**config.mk**
```make
export PLATFORM = sky130hd
export DESIGN_NAME = display_scan_ctrl
export DESIGN_NICKNAME = d
export VERILOG_FILES = /design/src/rtl/display_scan_ctrl.sv
export SDC_FILE = /design/constraint.sdc
export NUM_CORES = 1
export LEC_CHECK = 0
export BUFFER_PORTS_ARGS = -buffer_cell sky130_fd_sc_hd__buf_2
export CORE_ASPECT_RATIO = 0.8
export CORE_MARGIN = 1
export CORE_UTILIZATION = 45
export CTS_BUF_LIST = sky130_fd_sc_hd__clkbuf_8
export CTS_CLUSTER_DIAMETER = 120
export DETAILED_ROUTE_END_ITERATION = 6
export REMOVE_ABC_BUFFERS = 1
export SLEW_MARGIN = 20
export SYNTH_ARGS = -nofsm -noshare
export SYNTH_HDL_FRONTEND = slang
export SYNTH_SLANG_ARGS = --single-unit
```
**constraint.sdc**
```tcl
create_clock -name clk -period 3.7 [get_ports clk]
set_input_delay 0.555 -clock clk [delete_from_list [all_inputs] [get_ports clk]]
set_output_delay 0.555 -clock clk [all_outputs]
set_load 0.02 [all_outputs]
```
**src/rtl/display_scan_ctrl.sv**
```systemverilog
// Time-multiplexed 7-segment scan controller with frame-aligned value updates,
// anti-ghosting guard time and optional leading-zero blanking.
module display_scan_ctrl #(
  parameter int unsigned DIGITS = 4,
  parameter int unsigned DIV    = 50000,
  parameter int unsigned GUARD  = 2
) (
  input  logic                  clk,
  input  logic                  rst,
  input  logic                  load,
  input  logic [4*DIGITS-1:0]   value,
  input  logic                  blank_lz,
  output logic                  ready,
  output logic [3:0]            digit,
  output logic [DIGITS-1:0]     an,
  output logic                  frame_tick
);

  localparam int unsigned VW = 4 * DIGITS;
  localparam int unsigned PW = (DIV > 1) ? $clog2(DIV) : 1;
  localparam int unsigned SW = $clog2(DIGITS);

  localparam logic [PW-1:0] PCNT_LAST = PW'(DIV - 1);
  localparam logic [SW-1:0] SLOT_LAST = SW'(DIGITS - 1);
  localparam logic [PW-1:0] GUARD_END = PW'(GUARD);

  logic [PW-1:0]     pcnt_q, pcnt_d;
  logic [SW-1:0]     slot_q, slot_d;
  logic [VW-1:0]     shown_q, shown_d;
  logic [VW-1:0]     pending_q, pending_d;
  logic              pend_q, pend_d;
  logic              ready_q, ready_d;
  logic [3:0]        digit_q, digit_d;
  logic [DIGITS-1:0] an_q, an_d;
  logic              frame_tick_q, frame_tick_d;

  logic boundary;
  logic upper_nz;
  logic suppress;

  // Counters, handshake, and decode of the next slot into registered outputs
  always_comb begin
    pcnt_d       = pcnt_q + PW'(1);
    slot_d       = slot_q;
    shown_d      = shown_q;
    pending_d    = pending_q;
    pend_d       = pend_q;
    digit_d      = 4'h0;
    an_d         = '1;
    upper_nz     = 1'b0;
    suppress     = 1'b0;

    boundary = (pcnt_q == PCNT_LAST) && (slot_q == SLOT_LAST);

    if (pcnt_q == PCNT_LAST) begin
      pcnt_d = '0;
      slot_d = (slot_q == SLOT_LAST) ? '0 : slot_q + SW'(1);
    end

    // Commit wins in the boundary cycle; a load there is held for the next frame
    if (boundary && pend_q) begin
      shown_d = pending_q;
      pend_d  = 1'b0;
    end
    if (load && ready_q) begin
      pending_d = value;
      pend_d    = 1'b1;
    end
    ready_d = ~pend_d;

    for (int i = 0; i < int'(DIGITS); i++) begin
      if (slot_d == SW'(i)) begin
        digit_d = shown_d[4*i +: 4];
      end
      if ((SW'(i) >= slot_d) && (shown_d[4*i +: 4] != 4'h0)) begin
        upper_nz = 1'b1;
      end
    end

    suppress = (pcnt_d < GUARD_END) ||
               (blank_lz && (slot_d != '0) && !upper_nz);

    if (!suppress) begin
      for (int i = 0; i < int'(DIGITS); i++) begin
        if (slot_d == SW'(i)) begin
          an_d[i] = 1'b0;
        end
      end
    end

    frame_tick_d = (pcnt_d == PCNT_LAST) && (slot_d == SLOT_LAST);
  end

  always_ff @(posedge clk) begin
    if (rst) begin
      pcnt_q       <= '0;
      slot_q       <= '0;
      shown_q      <= '0;
      pending_q    <= '0;
      pend_q       <= 1'b0;
      ready_q      <= 1'b1;
      digit_q      <= 4'h0;
      an_q         <= '1;
      frame_tick_q <= 1'b0;
    end else begin
      pcnt_q       <= pcnt_d;
      slot_q       <= slot_d;
      shown_q      <= shown_d;
      pending_q    <= pending_d;
      pend_q       <= pend_d;
      ready_q      <= ready_d;
      digit_q      <= digit_d;
      an_q         <= an_d;
      frame_tick_q <= frame_tick_d;
    end
  end

  assign ready      = ready_q;
  assign digit      = digit_q;
  assign an         = an_q;
  assign frame_tick = frame_tick_q;

endmodule
```
; Word-level counts from Yosys, hierarchy flattened
; Index checks and enable logic that the tools add are counted.
[totals]
rom_bits = 0
ramBits = 0
n_memories = 0
register_bits = 61
inputBits = 20
latchBits = 0
output_inout_bits = 10
wordCells = 60
[classes]
bitwise_logic = 1
add_sub_neg = 2
n_eq_ne = 6
order_cmp = 5
n_reduce_logical = 19
muxes = 18
n_mul = 0
shift = 0
div_mod_pow = 0
[ops]
columns = op, n
row1 = 16-bit == test (second input constant), 2
row2 = 16-bit two-way mux, 2
row3 = 16-bit by 1-bit adder with 16-bit output (second input constant), 1
row4 = 16-bit by 2-bit less-than comparator with 1-bit output (second input constant), 1
row5 = 4-bit two-way mux, 4
row6 = 4-bit nonzero test, 4
row7 = 1-bit logical AND, 10
row8 = 1-bit two-way mux, 10
row9 = 2-bit == test (second input constant), 3
row10 = 1-bit by 2-bit >= comparator with 1-bit output (first input constant), 2
row11 = 2-bit >= comparator (first input constant), 2
row12 = 2-bit two-way mux, 2
row13 = 2-bit by 1-bit adder with 2-bit output (second input constant), 1
row14 = 2-bit by 1-bit == test with 1-bit output (second input constant), 1
row15 = 2-bit logical NOT, 1
row16 = 2-bit nonzero test, 1
row17 = 2-bit OR reduction, 1
row18 = 1-bit logical NOT, 1
row19 = 1-bit logical OR, 1
row20 = 1-bit NOT, 1

; Depth between registers and ports, before layout
; Gate-level depths: netlist of run 1.
[logic_depth]
word_depth = 14
depth_mapped = 8
mapped_depth_nobuf = 7

; Worst setup path after synthesis of run 1
; No wires, ideal clock.
[synth_path]
path_type = flip-flop to flip-flop
from = register pcnt_q[10]
to = register digit_q[1], in the netlist digit[1]
setup_slack_ns = 1.257
setup_time_ns = 0.120
synth_period_minus_slack_ns = 2.443
arrival_ns = 2.324
n_path_buf = 1
stages_incl_launch_ff = 8
t_required_ns = 3.580
path_cell_list = dfxtp_1 > buf_6 > or4_4 > nor4_4 > mux2i_1 > mux2_2 > o21ai_2 > a21oi_2
[synth_via]
elab_chain_cells = 8
word_cells_on_any_way = 13
cone_classes = 4 x eq/ne / 6 x mux / 3 x reduce/logical
[synth_lines]
columns = element, line_no
row1 = start: declaration, 27  ; logic [PW-1:0] pcnt_q, pcnt_d;
row2 = start signal: assignment, 106  ; pcnt_q <= pcnt_d;
row3 = 16-bit == test (*), "53, 55"
row4 = 1-bit logical AND, 53  ; boundary = (pcnt_q == PCNT_LAST) && (slot_q == SLOT_LAST);
row5 = 1-bit logical AND, 61  ; if (boundary && pend_q) begin
row6 = 16-bit two-way mux, 61
row7 = 4-bit two-way mux (3 in a row), 72  ; if (slot_d == SW'(i)) begin
row8 = 4-bit two-way mux (*), 72
row9 = end signal: assignment, 112  ; digit_q <= digit_d;
row10 = end: declaration, 33  ; logic [3:0] digit_q, digit_d;
; Every way passes the cells marked *; elsewhere a longest branch is shown, timed or not.
; A chain may end at the register's enable or synchronous reset.

; Worst setup path after layout of run 1
[layout_path]
from = register pcnt_q[10]
to = register an_q[3], in the netlist an[3]
[layout_via]
elab_chain_cells = 14
word_cells_on_any_way = 32
cone_classes = 1 x add/sub / 5 x order compare / 2 x eq/ne / 8 x mux / 16 x reduce/logical
[layout_lines]
columns = element, line_no
row1 = branches (longest 14 deep; another with 16-bit by 1-bit adder with 16-bit output), --
row2 = end signal: assignment, 113  ; an_q <= an_d;
row3 = end: declaration, 34  ; logic [DIGITS-1:0] an_q, an_d;
; Several ways; the timed one is not identified.

==> results of run 1 <==
[through the flow]
stage	total power, mW	std cells	worst slack [ns]
6_report	1.38	436	0.917
5_1_grt	1.44	436	0.782
4_1_cts	1.40	436	0.927
3_5_place_dp	0.776	420	0.944
3_3_place_gp	0.776	420	1.02
2_1_floorplan	0.739	307	1.03
[sequential cells by signal, indices dropped and copies added (netlist names)]
name,cells
an,4
digit,4
frame_tick,1
pcnt_q,16
pend_q,1
pending_q,16
ready,1
shown_q,16
slot_q,2
[layout make-up]
cell class / count / area, um2
clock inverter: 7 / 83.8
sequential: 61 / 1220
inverter: 5 / 18.8
timing repair buffer: 32 / 168
multi-input combinational: 241 / 1410
fill: 598 / 2760
clock buffer: 9 / 124
tap: 81 / 101
[layer usage]
metal | track usage, % | part of all wire (%) | vias up
met1 | 33.2 | 55 | 1052
met4 | 7.41 | 0.43 | 0
met2 | 28.2 | 41 | 50
li1 | - | - | 1191
met5 | 0 | 0 | -
met3 | 6.57 | 4.1 | 2
[worst reg2reg max path: cells and delay by family, from the launching register on]
kind	cells	cell delay, ns
muxes	1	0.37
and+or+nand+nor	3	1.60
DFF	1	0.37
AOI/OAI and AO/OA	2	0.31
[cells in the final DEF, fill, tap and decap left out, types with 2 or more instances in the layout]
cell       Yosys  layout
xor2_1         5       5
o211ai_1       2       2
nand2_1       62      62
o21ai_0        6       6
mux2_2         4       4
nand3_1       13      13
nand4bb_1      2       2
xnor2_1        9       9
nand4_1        4       4
nor3_1         5       5
dfxtp_1       61      61
o21ai_1        2       2
ha_1           2       2
mux2i_1       13      13
and3_1         3       3
nor4_1         9       9
buf_2          5      29
a221o_1        4       4
inv_1          5       8
nor2_1        35      35
a21oi_1       35      35
bufinv_16      0       2
o21a_1         3       3
buf_4          0       3
nand4b_1       2       2
or4_1          3       3
clkbuf_8       0       9
[kinds of logic (layout without fill, tap and decap cells)]
group / Yosys count / count (layout) / share of synthesized area (%)
adders and majority gates: 2 / 2 / 0.912
muxes: 19 / 19 / 7.34
xor gates and xnor gates: 14 / 14 / 4.47
and+or+nand+nor: 146 / 146 / 25.4
buffers and inverters: 27 / 53 / 4.20
AOI/OAI and AO/OA: 60 / 60 / 13.1
DFF: 61 / 61 / 44.5
[power breakdown]
part           total (mW)  switching [mW]  leakage (nW)  internal [mW]
registers           0.687          0.0133         0.495          0.674
clock network       0.623           0.252         0.113          0.371
logic              0.0748          0.0457         0.567         0.0291
[final timing paths]
check | startpoint | to | slack (ns) | cells past startpoint
worst min-delay path | value[6] | pending_q[6]$_SDFFE_PP0P_ | 0.45 | 3
worst max register to register | pcnt_q[10]$_SDFF_PP0_ | an[3]$_SDFF_PP1_ | 0.92 | 6
worst max-delay path | pcnt_q[10]$_SDFF_PP0_ | an[3]$_SDFF_PP1_ | 0.92 | 6
worst min register to register | shown_q[1]$_SDFF_PP0_ | shown_q[1]$_SDFF_PP0_ | 0.46 | 2
==> results.toml, run 1 <==
[clocking]
cts_buffers = 9
ctsResizeCount = 0
cts_sinks = 61
cts_tree = "done"
cts_max_path_buffers = 2
path_clk_slew_ns = 0.07
ctsHoldBuffers = 0
cts_setup_buffers = 0
h-tree-depth = 3
root_buffer = "clkbuf_8"
clk_latency_ns = 0.34

[grt]
grt_max_degree = 29
grt_pass1_wl_mm = 10.3
antenna_found_initial = 0
grt_pass1_vias = 2051
grt_overflow = 0
grt.total_usage_pct = 21.7

[synthesis]
synthTopCellsByCount = "nand2_1 (62), dfxtp_1 (61), a21oi_1 (35), nor2_1 (35)"
synth.most_common_cell = "nand2_1"
synth_area_leaders = "dfxtp_1 (45%), nand2_1 (8.5%), a21oi_1 (6.4%), nor2_1 (4.8%), mux2i_1 (4.7%)"
ys.flop_type = "dfxtp_1"
synth_edf_count = 0
synth_top_cell_area_share_pct = 44.5
synth_seq_cells = 61
ys_types = 45
yosysWarnings = 0
ys_seq_area_share_pct = 44.5
syn_avg_cell_area_um2 = 8.34
async_flop_share_pct = 0
netlist_area_um2 = 2740
synthCells = 329
synth.largest_area_cell = "dfxtp_1"

[layout]
fin_util_pct = 53.1
fin_nets = 372
num_antenna_cells = 0
drive_gt1_share_pct = 16.3
area_delta_synth_final_pct = 13.9
final_area_um2 = 3120

[placement]
dpl_cell_area_um2 = 2920
gp_congestion = 0.840
numPortBuffers = 29
hpwlAfterDp_mm = 4.41

[sta]
worstMarginPinSlew_ns = 0.636
tns_ns = 0
hold_viol = 0
rsz0062_at_grt = "no"
fin_hold_ws_ns = 0.450
finalMaxSlewViolations = 0
period_minus_slack_ns = 2.78
skew_ns = 0.00804
fin_crit_sh_pct = 75.2
slew_headroom_pct = 57.6
timing.fmax_mhz = 359
setup_viol = 0

[setup_path]
setup.worst_path.class = "reg2reg"
crit_buf_inv = 0
endpoint_kind = "register"
crit_family = "simple AND/OR/NAND/NOR gates"
critPathArrivalTime_ns = 2.99
cp_cell_sequence = "or4_4 > or4_1 > nor2_4 > mux2_1 > a21oi_1 > o211ai_1"
slowest_delay_ns = 0.65
cp_slowest_cell = "or4_1"
cp.required_ns = 3.91
cp-start-kind = "register"
cp_max_fo = 16

[die]
die_area_um2 = 6420
fp.dieH_um = 71.8
ios = 30
initial_core_util_pct = 46.7
coreArea_um2 = 5880
fp.dieW_um = 89.3
std_cell_rows = 25

[job]
drv_cap = 0

[detailed_routing]
drt_first_pass_iters = 4
via_per_inst = 5.26
drc = 0
drtAntennaViolNets = 0
avgRoutedWirePerCell_um = 14.5
routed_wl_mm = 6.31
vias = 2295
drt_iter0_drc = 98

[pwr]
powerDensity_nw_per_um2 = 443
peakVddDrop_uv = 243
p_leak_nw = 1.18

[worst_hold_path]
min_path_type = "in2reg"

[outcome]
outcome = "completed"
Note: power is estimated with default switching activity, not from simulation.
==> inputs of run 2 (changes only) <==
--- a/config.mk
+++ b/config.mk
@@ -5,6 +5,7 @@
 export SDC_FILE = /design/constraint.sdc
 export NUM_CORES = 1
 export LEC_CHECK = 0
+export ABC_AREA = 1
 export BUFFER_PORTS_ARGS = -buffer_cell sky130_fd_sc_hd__buf_2
 export CORE_ASPECT_RATIO = 0.8
 export CORE_MARGIN = 1
==> constraint.sdc (replaced) <==
create_clock -name clk -period 2.85 [get_ports clk]
set_input_delay 0.4275 -clock clk [delete_from_list [all_inputs] [get_ports clk]]
set_output_delay 0.4275 -clock clk [all_outputs]
set_load 0.02 [all_outputs]
==> run 2 against run 1 <==
Effect of this change: non-clock buffer count is 1 lower; first-iteration DRC count is 120% higher; worst setup slack worse by 0.25 ns; critical path type unchanged; cell count is 19% higher; critical endpoint is now an[2]$_SDFF_PP1_; global-route usage is 0.15 points lower; area after synthesis is 6.4% higher; register-to-register slack worse by 0.25 ns; count of clock-buffer cells in the layout is 2 higher.
==> results.toml, run 2 <==
[sta]
worstMarginPinSlew_ns = 0.588
timing.fmax_mhz = 457
finalMaxSlewViolations = 0
rsz0062_at_grt = "no"
period_minus_slack_ns = 2.19
setup_viol = 0
fin_hold_ws_ns = 0.324
tns_ns = 0
slew_headroom_pct = 60.7
hold_viol = 0
skew_ns = 0.00615
fin_crit_sh_pct = 76.7

[placement]
hpwlAfterDp_mm = 4.80
numPortBuffers = 29
dpl_cell_area_um2 = 3120
gp_congestion = 0.917

[clocking]
ctsResizeCount = 0
path_clk_slew_ns = 0.07
cts_buffers = 9
cts_max_path_buffers = 2
cts_tree = "done"
cts_setup_buffers = 0
clk_latency_ns = 0.35
cts_sinks = 61
ctsHoldBuffers = 0
root_buffer = "clkbuf_8"
h-tree-depth = 3

[grt]
met3_usage_pct = 7.67
antenna_found_initial = 0
grt_pass1_vias = 2192
use_met1_pct = 33.2
busiest_layer = "met1"
grt_max_degree = 39
grt_pass1_wl_mm = 11.0
grt_overflow = 0
grt.total_usage_pct = 21.5
met2_usage_pct = 26.7

[layout]
drive_gt1_share_pct = 20.8
multiInputGateArea_um2 = 1460
final_area_um2 = 3300
area_delta_synth_final_pct = 12.9
fin_nets = 454
layout_common_cells = "nand2_1 (82), nor2_1 (76), dfxtp_1 (61), inv_1 (37), buf_2 (29)"
num_antenna_cells = 0
fillers = 627
largestRegisters = "pcnt_q (16), pending_q (16), shown_q (16)"
final_common_cell = "nand2_1"
seqCellArea_um2 = 1220

[pwr]
peakVddDrop_uv = 311
power_frac_comb_pct = 6.2
intPower_mw = 1.27
swShare_pct = 24.8
power.switching_mw = 0.421
pwr-share-clk_pct = 40.8
seq_power_share_pct = 53.0
powerDensity_nw_per_um2 = 514
p_leak_nw = 1.48

[setup_path]
endpoint_kind = "register"
cp-start-kind = "register"
critPathArrivalTime_ns = 2.42
setup.worst_path.class = "reg2reg"
cp_max_fo = 14
cp.required_ns = 3.08
reg2reg_depth = 10
rr_endpoint = "an[2]$_SDFF_PP1_"
reg2reg_from = "pcnt_q[0]$_SDFF_PP0_"
r2r_slack_ns = 0.66

[synthesis]
synth.most_common_cell = "nand2_1"
synthTopCellsByCount = "nand2_1 (82), nor2_1 (76), dfxtp_1 (61), inv_1 (36), o21ai_0 (22)"
async_flop_share_pct = 0
synth_area_leaders = "dfxtp_1 (42%), nand2_1 (11%), nor2_1 (9.8%), inv_1 (4.6%), o21ai_0 (3.8%)"
ys_seq_area_share_pct = 41.8
syn_avg_cell_area_um2 = 7.26
ys.flop_type = "dfxtp_1"
yosysWarnings = 0
netlist_area_um2 = 2920
synth_seq_cells = 61
synth.largest_area_cell = "dfxtp_1"
synth_top_cell_area_share_pct = 41.8
synthCells = 402
ys_types = 36
synth_edf_count = 0

[detailed_routing]
drc = 0
vias = 2556
avgRoutedWirePerCell_um = 12.8
drtAntennaViolNets = 0
drt_first_pass_iters = 4
via_per_inst = 4.93
drt_iter0_drc = 218
routed_wl_mm = 6.61

[outcome]
outcome = "completed"

[die]
fp.dieW_um = 92.1
coreArea_um2 = 6070
fp.dieH_um = 74.1
die_area_um2 = 6820
initial_core_util_pct = 48.1
ios = 30
std_cell_rows = 25

[worst_hold_path]
worstHoldStart = "value[7]"
holdPathEnd = "pending_q[7]$_SDFFE_PP0P_"
hold_path_depth = 3
min_path_type = "in2reg"

[job]
drv_cap = 0
run 2: per-stage QoR:
stage | setup WS, ns | util, % | cells | power [mW]
2_1_floorplan | 1.04 | - | 390 | 0.973
3_3_place_gp | 0.748 | 51.4 | 502 | 1.02
3_5_place_dp | 0.723 | 51.4 | 502 | 1.02
4_1_cts | 0.709 | 54.3 | 518 | 1.71
5_1_grt | 0.512 | 54.3 | 518 | 1.77
6_report | 0.664 | 54.3 | 518 | 1.69
run 2: critical path: stages (launching register included):
cell and delay [ns]:
dfxtp_1 0.38, ha_1 0.24, nand3_2 0.15, nor2_4 0.19
nand4_4 0.24, o21ai_0 0.45, nor2_1 0.08, nand2_1 0.09
nand2_1 0.07, nand3_2 0.10, nand3_1 0.08
run 2: per-layer routing:
layer	up-vias	wire length [um]
li1	1329	-
met5	-	0
met1	1142	3620
met4	0	55
met2	74	2440
met3	11	497
run 2: final cells by class:
type,instances,area share [%]
sequential,61,37.1
inverter,48,5.47
multi-input combinational,281,44.2
timing repair buffer,31,4.86
clock buffer,11,4.59
clock inverter,5,0.797
tap,81,3.08
run 2: worst max path at each step:
stage          cells past startpoint  slack (ns)                  from                to
3_3_place_gp                      10        0.75  pcnt_q[0]$_SDFF_PP0_  an[1]$_SDFF_PP1_
6_report                          10        0.66  pcnt_q[0]$_SDFF_PP0_  an[2]$_SDFF_PP1_
5_1_grt                           10        0.51  pcnt_q[0]$_SDFF_PP0_  an[1]$_SDFF_PP1_
3_5_place_dp                      10        0.72  pcnt_q[0]$_SDFF_PP0_  an[2]$_SDFF_PP1_
2_1_floorplan                     10        1.04  pcnt_q[0]$_SDFF_PP0_  an[1]$_SDFF_PP1_
4_1_cts                           10        0.71  pcnt_q[0]$_SDFF_PP0_  an[2]$_SDFF_PP1_
run 2: power groups by stage:
stage	sequential [mW]	clock, mW	combinational, mW
5_1_grt	0.900	0.751	0.118
3_3_place_gp	0.916	0	0.103
3_5_place_dp	0.917	0	0.104
6_report	0.897	0.691	0.104
2_1_floorplan	0.917	0	0.0559
4_1_cts	0.897	0.708	0.104
run 2: kinds of logic after synthesis:
logic type	count (synthesis)	share of synthesized area, %
xor gates and xnor gates	6	1.80
DFF	61	41.8
AOI/OAI and AO/OA	50	9.85
and+or+nand+nor	223	37.3
buffers and inverters	60	8.35
adders and majority gates	2	0.857
